## src/rtl/uart_pkg.sv

```systemverilog
// Shared UART definitions: FSM state encoding and default frame sizing.
package uart_pkg;

    localparam int UART_CLKS_PER_BIT = 868;   // 100 MHz / 115200
    localparam int UART_DATA_BITS    = 8;

    typedef enum logic [2:0] {
        IDLE   = 3'd0,
        POP    = 3'd1,
        LOAD   = 3'd2,
        START  = 3'd3,
        DATA   = 3'd4,
        PARITY = 3'd5,
        STOP   = 3'd6
    } uart_state_t;

endpackage

```

## src/rtl/uart_baud_tick.sv

```systemverilog
// Bit-period counter: counts 0..CLKS_PER_BIT-1, wraps, and flags the last cycle of each bit.
module uart_baud_tick
    import uart_pkg::*;
#(
    parameter int CLKS_PER_BIT = UART_CLKS_PER_BIT,
    parameter int CNT_W        = $clog2(CLKS_PER_BIT)
) (
    input  logic             clk,
    input  logic             rst,
    input  logic             i_clr,
    output logic             o_tick,
    output logic [CNT_W-1:0] o_count
);

    localparam logic [CNT_W-1:0] LAST = CNT_W'(CLKS_PER_BIT - 1);

    logic [CNT_W-1:0] r_count;

    always_ff @(posedge clk) begin
        if (rst || i_clr) begin
            r_count <= '0;
        end else if (r_count == LAST) begin
            r_count <= '0;
        end else begin
            r_count <= r_count + CNT_W'(1);
        end
    end

    assign o_tick  = (r_count == LAST);
    assign o_count = r_count;

endmodule

```

## src/rtl/uart_tx_fifo_drain.sv

```systemverilog
// UART transmitter that pops bytes from an upstream FIFO and sends them LSB first.
// Build option: define UART_TX_PARITY_EN to append an even-parity bit before the stop bit.
module uart_tx_fifo_drain
    import uart_pkg::*;
#(
    parameter int CLKS_PER_BIT = UART_CLKS_PER_BIT,
    parameter int DATA_BITS    = UART_DATA_BITS
) (
    input  logic                 clk,
    input  logic                 rst,
    input  logic                 fifo_empty,
    input  logic [DATA_BITS-1:0] fifo_data,
    output logic                 fifo_rd,
    output logic                 tx,
    output logic                 busy,
    output logic                 frame_done
);

    localparam int CNT_W = $clog2(CLKS_PER_BIT);
    localparam int IDX_W = $clog2(DATA_BITS);
    localparam logic [IDX_W-1:0] LAST_BIT = IDX_W'(DATA_BITS - 1);
    // frame_done is registered, so it is launched one cycle before the stop bit ends.
    localparam logic [CNT_W-1:0] PRE_LAST = CNT_W'(CLKS_PER_BIT - 2);

    uart_state_t          r_state, w_state_next;
    logic [DATA_BITS-1:0] r_shift, w_shift_next;
    logic [IDX_W-1:0]     r_bit_idx, w_bit_idx_next;
    logic                 r_tx, w_tx_next;
    logic                 r_fifo_rd, w_fifo_rd_next;
    logic                 r_busy, w_busy_next;
    logic                 r_frame_done, w_frame_done_next;
`ifdef UART_TX_PARITY_EN
    logic                 r_parity, w_parity_next;
`endif

    logic                 w_baud_clr;
    logic                 w_tick;
    logic [CNT_W-1:0]     w_count;

    uart_baud_tick #(
        .CLKS_PER_BIT (CLKS_PER_BIT),
        .CNT_W        (CNT_W)
    ) u_baud (
        .clk     (clk),
        .rst     (rst),
        .i_clr   (w_baud_clr),
        .o_tick  (w_tick),
        .o_count (w_count)
    );

    always_ff @(posedge clk) begin
        if (rst) begin
            r_state      <= IDLE;
            r_shift      <= '0;
            r_bit_idx    <= '0;
            r_tx         <= 1'b1;
            r_fifo_rd    <= 1'b0;
            r_busy       <= 1'b0;
            r_frame_done <= 1'b0;
`ifdef UART_TX_PARITY_EN
            r_parity     <= 1'b0;
`endif
        end else begin
            r_state      <= w_state_next;
            r_shift      <= w_shift_next;
            r_bit_idx    <= w_bit_idx_next;
            r_tx         <= w_tx_next;
            r_fifo_rd    <= w_fifo_rd_next;
            r_busy       <= w_busy_next;
            r_frame_done <= w_frame_done_next;
`ifdef UART_TX_PARITY_EN
            r_parity     <= w_parity_next;
`endif
        end
    end

    always_comb begin
        w_state_next      = r_state;
        w_shift_next      = r_shift;
        w_bit_idx_next    = r_bit_idx;
        w_tx_next         = r_tx;
        w_fifo_rd_next    = 1'b0;
        w_busy_next       = r_busy;
        w_frame_done_next = 1'b0;
        w_baud_clr        = 1'b0;
`ifdef UART_TX_PARITY_EN
        w_parity_next     = r_parity;
`endif

        case (r_state)
            IDLE: begin
                w_baud_clr = 1'b1;
                if (!fifo_empty) begin
                    w_fifo_rd_next = 1'b1;
                    w_busy_next    = 1'b1;
                    w_state_next   = POP;
                end
            end
            POP: begin
                w_baud_clr   = 1'b1;
                w_state_next = LOAD;
            end
            LOAD: begin
                // Counter is held at zero here so START sees a full bit period.
                w_baud_clr     = 1'b1;
                w_shift_next   = fifo_data;
                w_bit_idx_next = '0;
                w_tx_next      = 1'b0;
`ifdef UART_TX_PARITY_EN
                w_parity_next  = ^fifo_data;
`endif
                w_state_next   = START;
            end
            START: begin
                if (w_tick) begin
                    w_tx_next    = r_shift[0];
                    w_state_next = DATA;
                end
            end
            DATA: begin
                if (w_tick) begin
                    w_shift_next   = r_shift >> 1;
                    w_bit_idx_next = r_bit_idx + IDX_W'(1);
                    if (r_bit_idx == LAST_BIT) begin
`ifdef UART_TX_PARITY_EN
                        w_tx_next    = r_parity;
                        w_state_next = PARITY;
`else
                        w_tx_next    = 1'b1;
                        w_state_next = STOP;
`endif
                    end else begin
                        w_tx_next = r_shift[1];
                    end
                end
            end
`ifdef UART_TX_PARITY_EN
            PARITY: begin
                if (w_tick) begin
                    w_tx_next    = 1'b1;
                    w_state_next = STOP;
                end
            end
`endif
            STOP: begin
                w_frame_done_next = (w_count == PRE_LAST);
                if (w_tick) begin
                    // Only decision point for the next frame; fifo_empty is ignored mid-frame.
                    if (!fifo_empty) begin
                        w_fifo_rd_next = 1'b1;
                        w_state_next   = POP;
                    end else begin
                        w_busy_next  = 1'b0;
                        w_state_next = IDLE;
                    end
                end
            end
            default: begin
                w_tx_next    = 1'b1;
                w_busy_next  = 1'b0;
                w_state_next = IDLE;
            end
        endcase
    end

    assign fifo_rd    = r_fifo_rd;
    assign tx         = r_tx;
    assign busy       = r_busy;
    assign frame_done = r_frame_done;

endmodule
```

## config.mk

```make
export PLATFORM = sky130hd
export DESIGN_NAME = uart_tx_fifo_drain
export DESIGN_NICKNAME = d
export VERILOG_FILES = /design/src/rtl/uart_pkg.sv /design/src/rtl/uart_baud_tick.sv /design/src/rtl/uart_tx_fifo_drain.sv
export SDC_FILE = /design/constraint.sdc
export NUM_CORES = 1
export LEC_CHECK = 0
export ABC_AREA = 1
export CAP_MARGIN = 10
export CORE_UTILIZATION = 55
export DETAILED_ROUTE_END_ITERATION = 10
export PLACE_DENSITY = 0.88
export SETUP_SLACK_MARGIN = 0.15
export SLEW_MARGIN = 0
export SYNTH_ARGS = -nofsm -noshare
export SYNTH_HDL_FRONTEND = slang
export SYNTH_HIERARCHICAL = 1
export SYNTH_SLANG_ARGS = --single-unit
```

## constraint.sdc

```tcl
create_clock -name clk -period 1.6 [get_ports clk]
set_input_delay 0.32 -clock clk [delete_from_list [all_inputs] [get_ports clk]]
set_output_delay 0.32 -clock clk [all_outputs]
set_load 0.05 [all_outputs]
```

==> qor.log <==
[outcome] status complete, no violations
[yosys] Mapped Cells 210
[yosys] post-synthesis sequential area ratio 37.55%
[yosys] share of flip-flops with an asynchronous set or reset after synthesis 0%
[drt] routed metal-1 wire length 1708 um
[worst_setup_path] crit end category flip-flop
[floorplanning] number of top-level pins 15
[global_routing] global-route wire length before repair 5575 um
[yosys] synthesized-area fraction occupied by ao, oa, aoi and oai cells 9.975%
[clock_tree] number of buffers added by the clock tree synthesis step 3
[yosys] largest family of logic cells by synthesized area simple AND/OR/NAND/NOR gates
[worst_setup_path] Max FO, Critical Path 6
[floorplanning] number of rows in the core area 18
[sta] final number of hold-violating endpoints 0
[floorplanning] placeable core region 0.002522 sq mm
[power_and_ir_drop] P per Cell Area 1504 mW/mm^2
[yosys] Netlist Area Pre-Place 0.001493 sq mm
[clock_tree] TritonCTS clock tree built
[yosys] post-synthesis area per instance 7.108 sq um
[yosys] largest cells by area after synthesis dfxtp_1, nand2_1, nor2_1, nand3_2, inv_1
[drt] Detail Route Antenna Nets 0
[yosys] Synth top cells by count nand2_1, nor2_1, dfxtp_1
[clock_tree] number of hold buffers added after CTS 0
[yosys] Post-synth EDFFs 0
[global_routing] global route total overflow 0
[yosys] number of register bits inferred by synthesis 28
[sta] min Tclk post-route 1566 ps
[power_and_ir_drop] static leakage 0.8247 nW
[final_layout] number of fill cells 171
[global_routing] antenna violations before repair 0
[floorplanning] die boundary height 54.10 um
[global_routing] number of global-route vias before repair 1317
[sta] Clock Skew 2.534 ps
[floorplanning] Total Die Area 0.002926 sq mm
[final_layout] fraction of layout instances using a drive strength above 1 31.15%
[sta] worst slew pin tran 354.0 ps
[sta] share of the clock period used by the worst path 97.88%
[global_routing] GRT Total Usage 26.28%
[yosys] post-synth cell types 28
[yosys] largest area contributor in the synthesized netlist dfxtp_1
[yosys] proportion of netlist area held by the largest area contributor 37.55%
[worst_setup_path] CP arrival 1850 ps
[place] detailed placement HPWL 2072 um
[yosys] count of warnings emitted by yosys 6
[clock_tree] CTS H-Tree Depth 1
[hold_path] path type of the worst min-delay path flip-flop to flip-flop
[yosys] area share of xor/xnor cells in the synthesized design 2.347%
[final_layout] area delta synth->final 30.09%
[sta] setup-violating endpoint count in the final report 0
[clock_tree] clock root buffer master clkbuf_4
[place] quantity of I/O buffers inserted on ports 14
[clock_tree] clock tree sinks 28
[final_layout] area of the multi-input gates 898.4 sq um
[clock_tree] clk_lat worst skew 330 ps
[floorplanning] Die X 54.10 um
[drt] drt pass-1 iters 6
[clock_tree] Clock Tree Buf Depth 2
[worst_setup_path] type of origin of the critical path flip-flop
[place] Post-Place Worst Slack 33.22 ps
[final_layout] sequential cell area in the final layout 573.1 sq um
[drt] wire length per cell 15.05 um
[drt] routed vias/inst 5.763
[sta] Slew Limit Headroom 76.38%
[place] Final GP Congestion 0.8919
[worst_setup_path] worst-case register-to-register setup slack 30 ps
[sta] Final Max Tran Viols 0
[final_layout] Finished Core Util 76.98%
[global_routing] maximum number of pins on one net before global-route repair 17
[drt] total wire length after detailed routing 4124 um
[clock_tree] clock transition at the registers of the reported paths 150 ps
[drt] Met3 Wirelength 290 um
[sta] f_max 638.5 MHz
[flow_run] max-capacitance violation count 0
[yosys] syn_nets 224
[drt] DRC Markers 0
[floorplanning] Starting Density 59.18%
[yosys] post-synthesis mux area share 0%
[drt] total length of routed met2 wires 2035 um
[yosys] most used standard cell by instance count after synthesis nand2_1
[drt] total vias in the final route 1579
[worst_setup_path] required time of the critical path 1880 ps
[final_layout] post-layout net count 259
[sta] PnR worst setup slack 33.94 ps
[yosys] post-synthesis share of cell area spent on and, or, nand and nor gates 39.31%
[power_and_ir_drop] maximum vdd drop 1654 uV
[sta] unrepaired setup endpoints after global routing yes
[sta] Setup Total Neg Slack 0 ps
[drt] initial detailed-routing violation count 87
[yosys] Synth Flop Type dfxtp_1
[final_layout] Inserted Diodes 0
[drt] uppermost metal layer occupied by signal nets met4
[yosys] post-synthesis share of cell area spent on full adders, half adders and majority gates 2.515%
[power_and_ir_drop] total power 2.921 mW
[worst_setup_path] category of the critical setup timing path flip-flop to flip-flop
[layout by cell type, fill, tap and decap left out, types with 4 or more instances in the layout]
cell type | netlist | routed
nor2_4 | 2 | 5
inv_2 | 2 | 4
clkdlybuf4s50_1 | 0 | 10
dfxtp_2 | 0 | 4
nand3_1 | 11 | 11
dfxtp_1 | 28 | 22
a21oi_1 | 5 | 5
a21oi_2 | 4 | 4
nand2_1 | 51 | 48
nor2_1 | 38 | 31
nor2_2 | 3 | 7
nand3_2 | 7 | 7
nand4_1 | 5 | 5
nand2_2 | 2 | 4
o21ai_1 | 12 | 11
buf_4 | 2 | 23
inv_1 | 17 | 14
[power by group]
part	total [mW]	switching (mW)	leakage, nW	internal (mW)
Sequential	0.987	0.142	0.231	0.845
Combinational	1.46	0.924	0.566	0.539
Clock	0.470	0.217	0.0279	0.254
Total	2.92	1.28	0.825	1.64
[area by class of cell]
type                            count  share of cell area [%]
Tap cell                           30                   1.933
Timing Repair Buffer               35                   15.21
Multi-Input combinational cell    157                   46.26
Clock inverter                      1                   1.546
Sequential cell                    28                   29.51
Clock buffer                        3                   1.160
Inverter                           20                   4.381
[per-stage QoR]
stage | cell area (sq um) | instances | hold slack (ps)
CTS | 1817 | 268 | 473.3
floorplan | 1496 | 210 | 408.1
detailed placement | 1677 | 256 | 426.8
finish | 1942 | 274 | 472.0
global placement | 1677 | 256 | 419.3
global route | 1942 | 274 | 502.5
[logic make-up (layout without fill, tap and decap cells)]
family                     count (synthesis)  count (layout)
xor gates and xnor gates                   4               4
adders and majority gates                  3               3
DFF                                       28              28
and+or+nand+nor                          124             125
buffers and inverters                     26              59
AOI/OAI and AO/OA                         25              25
[registers in the layout, summed over array words and instances, names as in the netlist]
| signal | cells |
|---|---|
| u_baud/o_count | 10 |
| r_shift | 8 |
| r_bit_idx | 3 |
| r_state | 3 |
| busy | 1 |
| fifo_rd | 1 |
| frame_done | 1 |
| tx | 1 |
[worst max-delay path: stages, from the launching register on]
cell	delay, ps
dfxtp_2	390
inv_1	150
nand2_4	80
nor2_4	80
nand3_2	100
inv_4	110
inv_2	40
nand4_1	160
nand3_2	150
nor2_2	140
nor2_2	40
nor2_1	80
[what timing repair did]
action / in CTS / in global routing
pin swaps: 9 / 10
endpoints found under the setup margin: 16 / 26
resized for setup: 9 / 23
cloned: 0 / 1
buffers inserted: 8 / 5
[layer usage]
layer | vias to the layer above | global-route usage (%)
met4 | 0 | 10.26
met2 | 89 | 46.09
met1 | 731 | 32.76
met3 | 16 | 2.542
met5 | - | 0
li1 | 743 | -
[path summary, 6_finish.rpt]
path | startpoint | end | cells after the start
min | r_shift[7] | r_shift[7] | 2
max | u_baud/o_count[2] | r_state[1] | 11
min reg2reg | r_shift[7] | r_shift[7] | 2
max reg2reg | u_baud/o_count[2] | r_state[1] | 11
No activity file was read; power rests on OpenSTA's default activity.
